### src/rtl/complex_mult_pipe.sv
// Purpose : pipelined complex multiply x*nco or x*conj(nco), with a shift/saturate narrowing stage.
// Latency : 3 cycles from input accept to valid_o while ready_i stays high; one sample per cycle.
// Backpr. : all stages advance together when ready_i | ~valid_o; ready_o mirrors that advance term.
//
// Ports   : clk, rst (async active-low)
//           real_i/imag_i/nco_cos/nco_sin [W_IN] signed, conj_i, valid_i -> ready_o
//           res_yreal/res_yimag [W_OUT] signed, valid_o, sat_o <- ready_i
//           sat_cnt_o [16] saturating count of accepted saturated results
// Options : define CMULT_ROUND_EN to round half up before the SHIFT (default: truncate).
module complex_mult_pipe #(
  parameter int W_IN  = 8,
  parameter int W_OUT = 16,
  parameter int SHIFT = 0
) (
  input  logic              clk,
  input  logic              rst,
  input  logic [W_IN-1:0]   real_i,
  input  logic [W_IN-1:0]   imag_i,
  input  logic [W_IN-1:0]   nco_cos,
  input  logic [W_IN-1:0]   nco_sin,
  input  logic              conj_i,
  input  logic              valid_i,
  output logic              ready_o,
  output logic [W_OUT-1:0]  res_yreal,
  output logic [W_OUT-1:0]  res_yimag,
  output logic              valid_o,
  input  logic              ready_i,
  output logic              sat_o,
  output logic [15:0]       sat_cnt_o
);

  localparam int WP = 2 * W_IN;      // product width
  localparam int WS = WP + 1;        // sum width
  localparam int WR = WS + 1;        // one guard bit so the rounding add cannot wrap
  localparam int WC = (WR > W_OUT + 1) ? WR : W_OUT + 1;  // compare width, always wider than output

  localparam logic signed [WC-1:0] SAT_MAX = {{(WC-W_OUT+1){1'b0}}, {(W_OUT-1){1'b1}}};
  localparam logic signed [WC-1:0] SAT_MIN = {{(WC-W_OUT+1){1'b1}}, {(W_OUT-1){1'b0}}};
`ifdef CMULT_ROUND_EN
  localparam logic signed [WC-1:0] RND = (SHIFT > 0) ? (WC'(1) <<< (SHIFT > 0 ? SHIFT - 1 : 0)) : '0;
`else
  localparam logic signed [WC-1:0] RND = '0;
`endif

  // A single advance term keeps every stage in lockstep, so a stall never splits a sample.
  logic advance;
  assign advance = ready_i | ~valid_o;
  assign ready_o = advance;

  // ---------------- stage 1: products ----------------
  logic signed [WP-1:0] re_x, im_x, cos_x, sin_x;
  assign re_x  = {{W_IN{real_i[W_IN-1]}},  real_i};
  assign im_x  = {{W_IN{imag_i[W_IN-1]}},  imag_i};
  assign cos_x = {{W_IN{nco_cos[W_IN-1]}}, nco_cos};
  assign sin_x = {{W_IN{nco_sin[W_IN-1]}}, nco_sin};

  logic signed [WP-1:0] p_rc, p_is, p_ic, p_rs;
  logic                 conj1, v1;

  always_ff @(posedge clk or negedge rst) begin
    if (!rst) begin
      p_rc  <= '0;
      p_is  <= '0;
      p_ic  <= '0;
      p_rs  <= '0;
      conj1 <= 1'b0;
      v1    <= 1'b0;
    end else if (advance) begin
      p_rc  <= re_x * cos_x;
      p_is  <= im_x * sin_x;
      p_ic  <= im_x * cos_x;
      p_rs  <= re_x * sin_x;
      conj1 <= conj_i;
      v1    <= valid_i;
    end
  end

  // ---------------- stage 2: sums ----------------
  logic signed [WS-1:0] rc_e, is_e, ic_e, rs_e, sum_r_c, sum_i_c;
  assign rc_e = {p_rc[WP-1], p_rc};
  assign is_e = {p_is[WP-1], p_is};
  assign ic_e = {p_ic[WP-1], p_ic};
  assign rs_e = {p_rs[WP-1], p_rs};

  // Conjugating the oscillator only flips the sign of the sin terms.
  assign sum_r_c = conj1 ? (rc_e + is_e) : (rc_e - is_e);
  assign sum_i_c = conj1 ? (ic_e - rs_e) : (ic_e + rs_e);

  logic signed [WS-1:0] sum_r, sum_i;
  logic                 v2;

  always_ff @(posedge clk or negedge rst) begin
    if (!rst) begin
      sum_r <= '0;
      sum_i <= '0;
      v2    <= 1'b0;
    end else if (advance) begin
      sum_r <= sum_r_c;
      sum_i <= sum_i_c;
      v2    <= v1;
    end
  end

  // ---------------- stage 3: shift, saturate ----------------
  // Returns {saturated, narrowed value}.
  function automatic logic [W_OUT:0] narrow(input logic signed [WS-1:0] sum);
    logic signed [WC-1:0] x;
    x = {{(WC-WS){sum[WS-1]}}, sum};
    x = x + RND;
    x = x >>> SHIFT;
    if (x > SAT_MAX)
      narrow = {1'b1, 1'b0, {(W_OUT-1){1'b1}}};
    else if (x < SAT_MIN)
      narrow = {1'b1, 1'b1, {(W_OUT-1){1'b0}}};
    else
      narrow = {1'b0, x[W_OUT-1:0]};
  endfunction

  logic [W_OUT:0] nr_r, nr_i;
  assign nr_r = narrow(sum_r);
  assign nr_i = narrow(sum_i);

  always_ff @(posedge clk or negedge rst) begin
    if (!rst) begin
      res_yreal <= '0;
      res_yimag <= '0;
      sat_o     <= 1'b0;
      valid_o   <= 1'b0;
    end else if (advance) begin
      res_yreal <= nr_r[W_OUT-1:0];
      res_yimag <= nr_i[W_OUT-1:0];
      sat_o     <= nr_r[W_OUT] | nr_i[W_OUT];
      valid_o   <= v2;
    end
  end

  // Counts saturated results only when they actually leave the block.
  always_ff @(posedge clk or negedge rst) begin
    if (!rst) begin
      sat_cnt_o <= '0;
    end else if (valid_o && ready_i && sat_o && (sat_cnt_o != 16'hFFFF)) begin
      sat_cnt_o <= sat_cnt_o + 16'd1;
    end
  end

endmodule

### config.mk
export PLATFORM = sky130hd
export DESIGN_NAME = complex_mult_pipe
export DESIGN_NICKNAME = d
export VERILOG_FILES = /design/src/rtl/complex_mult_pipe.sv
export SDC_FILE = /design/constraint.sdc
export NUM_CORES = 1
export LEC_CHECK = 0
export ABC_AREA = 1
export ABC_CLOCK_PERIOD_IN_PS = 2510
export BUFFER_PORTS_ARGS = -buffer_cell sky130_fd_sc_hd__buf_2
export CAP_MARGIN = 10
export CORE_MARGIN = 4
export CORE_UTILIZATION = 58
export CTS_CLUSTER_DIAMETER = 150
export DETAILED_ROUTE_END_ITERATION = 8
export PLACE_DENSITY = 0.79
export SLEW_MARGIN = 20
export SYNTH_ARGS = -nofsm -noshare
export SYNTH_HDL_FRONTEND = slang
export SYNTH_SLANG_ARGS = --single-unit
### constraint.sdc
create_clock -name clk -period 2.51 [get_ports clk]
set_input_delay 0.3765 -clock clk [delete_from_list [all_inputs] [get_ports clk]]
set_output_delay 0.3765 -clock clk [all_outputs]
set_load 0.005 [all_outputs]
==> flow_metrics.env <==
export IMPL_via_per_inst=5.48
export IMPL_drc=0
export IMPL_gp_congestion=0.923
export IMPL_cts_made_buffers=17
export IMPL_drive_above_1_share=0.355
export IMPL_drtPass1Iterations=6
export IMPL_initial_utilization=0.594
export IMPL_synthTopCellsByCount="651 x nand2_1, 610 x inv_1, 222 x fa_1, 159 x nor2_1"
export IMPL_die_w_um=189
export IMPL_fill_cells=1840
export IMPL_ys_seq_elements=151
export IMPL_cts_tree="built"
export IMPL_period_needed_ns=3.77
export IMPL_ff2ff_path_depth=18
export IMPL_min_period_over_period=1.50
export IMPL_rr_endpoint="sum_r[16]$_DFFE_PN0P_"
export IMPL_multi_input_area_um2=15300
export IMPL_antenna_found_initial=0
export IMPL_slew_headroom=0.608
export IMPL_cts_clk_slew_worst_paths_ns=0.07
export IMPL_grt_pass1_vias=18400
export IMPL_clockBufferDepth=2
export IMPL_clock_sinks=151
export IMPL_syn_num_nets=2963
export IMPL_synth_area_leaders="fa_1 23%, dfrtp_1 20%, nand2_1 13%"
export IMPL_whs_endpoint="v1$_DFFE_PN0P_"
export IMPL_fp_coreArea_um2=31900
export IMPL_async_flop_share=1.00
export IMPL_cts_root_buf="clkbuf_16"
export IMPL_synth_ff_type="dfrtp_1"
export IMPL_grt_pass1_wl_um=88100
export IMPL_maxCapViolations=0
export IMPL_worst_pin_slew_ns=0.588
export IMPL_antenna_left=0
export IMPL_outcome="complete, but fails checks"
export IMPL_die_height_um=189
export IMPL_slew_violations=0
export IMPL_pre_cts_ws_ns=-1.82
export IMPL_fin_ws_ns=-1.26
export IMPL_routed_via_count=18400
export IMPL_finalSetupViolCount=61
export IMPL_skew_ns=0.0160
export IMPL_rsz0062_at_grt="yes"
export IMPL_report_final_hold_viol_count=0
export IMPL_setup_worst_path_end_class="flip-flop"
export IMPL_synth_top_area_frac=0.235
export IMPL_seq_area_frac_synth=0.199
export IMPL_synth_edf_count=0
export IMPL_critPathRequiredTime_ns=2.81
export IMPL_crit_arrival_ns=4.07
export IMPL_insertion_delay_ns=0.44
export IMPL_hpwlAfterDp_um=38100
export IMPL_yosysWarningCount=0
export IMPL_static_leakage_power_nw=13.8
export IMPL_worstPathMaxFanout=5
export IMPL_fmax_mhz=266
export IMPL_port_buffers=87
export IMPL_grt_util_all_layers=0.300
export IMPL_min_delay_start="valid_i"
export IMPL_wl_per_cell_um=17.6
export IMPL_r2r_start="p_is[0]$_DFFE_PN0P_"
export IMPL_syn_mean_instance_area_um2=7.42
export IMPL_synth_cell_type_count=42
export IMPL_row_count=65
export IMPL_grt_start_max_net_pins=132
export IMPL_synth_most_common_cell="nand2_1"
export IMPL_fin_nets=3322
export IMPL_rrSetupSlack_ns=-0.23
export IMPL_power_density_nw_per_um2=1460
export IMPL_postSynthCellCount=2553
export IMPL_start_kind="input port"
export IMPL_syn_area_um2=19000
export IMPL_routed_wl_um=59300
export IMPL_peakVddDrop_mv=0.762
export IMPL_register_area_um2=3780
export IMPL_diodes=0
export IMPL_grt_overflow=0
export IMPL_violations="negative setup slack"
export IMPL_min_path_cells=3
export IMPL_area_growth_pct=38.5
export IMPL_cts_max_level=4
export IMPL_design_die_area_um2=35600
export IMPL_drt_iter0_drc=1490
export IMPL_hold_path_class="input port to flip-flop"
export IMPL_io_pins=88
export IMPL_yosysTopAreaCell="fa_1"
export IMPL_fin_tns_setup_ns=-46.91
export IMPL_crit_type="input port to flip-flop"
## what timing repair did
action | in CTS | in global routing
cloned | 2 | 0
hold buffers | 1 | 0
resized for setup | 414 | 346
setup buffers | 44 | 41
hold endpoints to repair | 46 | 0
endpoints found under the setup margin | 62 | 69
pin swaps | 210 | 219
## where the power goes
group	total (mW)	internal (mW)	leakage, nW	switching (mW)
combinational	31.2	14.0	11.8	17.2
clock	2.45	1.39	0.260	1.06
sequential	4.57	3.64	1.82	0.930
## layer usage
layer | track usage | vias to the layer above | routed length, µm
met5 | 0 | - | 0
met4 | 0.115 | 0 | 2840
met3 | 0.0361 | 235 | 4240
met2 | 0.502 | 885 | 29000
met1 | 0.402 | 8948 | 23200
li1 | - | 8347 | -
## registers in the layout, indices dropped and copies added (netlist names), 16 cells and up
register and flops:
res_yimag 16, p_is 16, p_rs 16, sum_i 17, p_rc 16, sum_r 17, sat_cnt_o 16, p_ic 16
res_yreal 16
## kinds of logic after synthesis
logic type | count (synthesis) | share of synthesized area
compound gates | 246 | 0.0689
xor+xnor | 84 | 0.0392
fa+ha+maj | 373 | 0.334
buf+inv | 705 | 0.141
flops | 151 | 0.199
simple gates | 994 | 0.217
## cell type report
cell class | instances | share of cell area
tap | 435 | 0.0207
timing repair inverter | 2 | 0.000572
clock inverter | 10 | 0.00372
sequential | 151 | 0.144
inverter | 618 | 0.0902
clock buffer | 21 | 0.0172
multi-input combinational | 1697 | 0.584
timing repair buffer | 425 | 0.140
## metrics by stage
stage               total power [mW]  hold slack [ns]  area, µm²  instances  utilization
global route                    41.0            0.190      26200       3359        0.823
global placement                26.4            0.324      22300       3250        0.699
CTS                             33.1            0.164      24700       3326        0.776
floorplan                       19.2           0.0809      20000       2553            -
detailed placement              27.0            0.327      22300       3250        0.699
finish                          38.2            0.172      26200       3359        0.823
## worst max path at each step
| stage | startpoint | endpoint | slack [ns] | cells after the start |
|---|---|---|---|---|
| finish | nco_sin[7] | p_is[14]$_DFFE_PN0P_ | -1.26 | 17 |
| global route | nco_sin[5] | p_is[14]$_DFFE_PN0P_ | -1.41 | 19 |
| CTS | nco_sin[2] | p_rs[10]$_DFFE_PN0P_ | -1.13 | 19 |
| detailed placement | nco_cos[7] | p_ic[13]$_DFFE_PN0P_ | -1.82 | 18 |
| global placement | nco_cos[7] | p_ic[15]$_DFFE_PN0P_ | -1.75 | 18 |
| floorplan | nco_sin[2] | p_rs[11]$_DFFE_PN0P_ | -1.45 | 20 |
## worst max-delay path: stages
cell	delay [ns]
buf_8	0.10
clkinvlp_4	0.14
buf_4	0.17
nor2_1	0.17
fa_1	0.44
inv_1	0.10
fa_1	0.45
fa_1	0.53
fa_1	0.42
inv_1	0.12
ha_4	0.22
inv_2	0.11
o21ai_0	0.11
a31oi_1	0.25
nand4_1	0.16
nand3_2	0.13
o21ai_1	0.09
## cell usage in the layout (no fill, tap or decap), types with 38 or more instances in the layout
master | netlist | layout
nand2_2 | 1 | 66
nand3_1 | 108 | 63
fa_1 | 222 | 196
nand2_1 | 651 | 546
nand2_4 | 1 | 39
buf_2 | 20 | 56
o21ai_1 | 32 | 41
buf_6 | 1 | 86
inv_2 | 7 | 122
inv_1 | 610 | 478
o21ai_0 | 111 | 68
xor2_1 | 46 | 39
ha_4 | 0 | 68
nand3_2 | 4 | 46
nor2_1 | 159 | 100
buf_4 | 0 | 255
dfrtp_1 | 151 | 151
ha_1 | 151 | 76
nor2_4 | 4 | 38
Note: power is estimated with default switching activity, not from simulation.
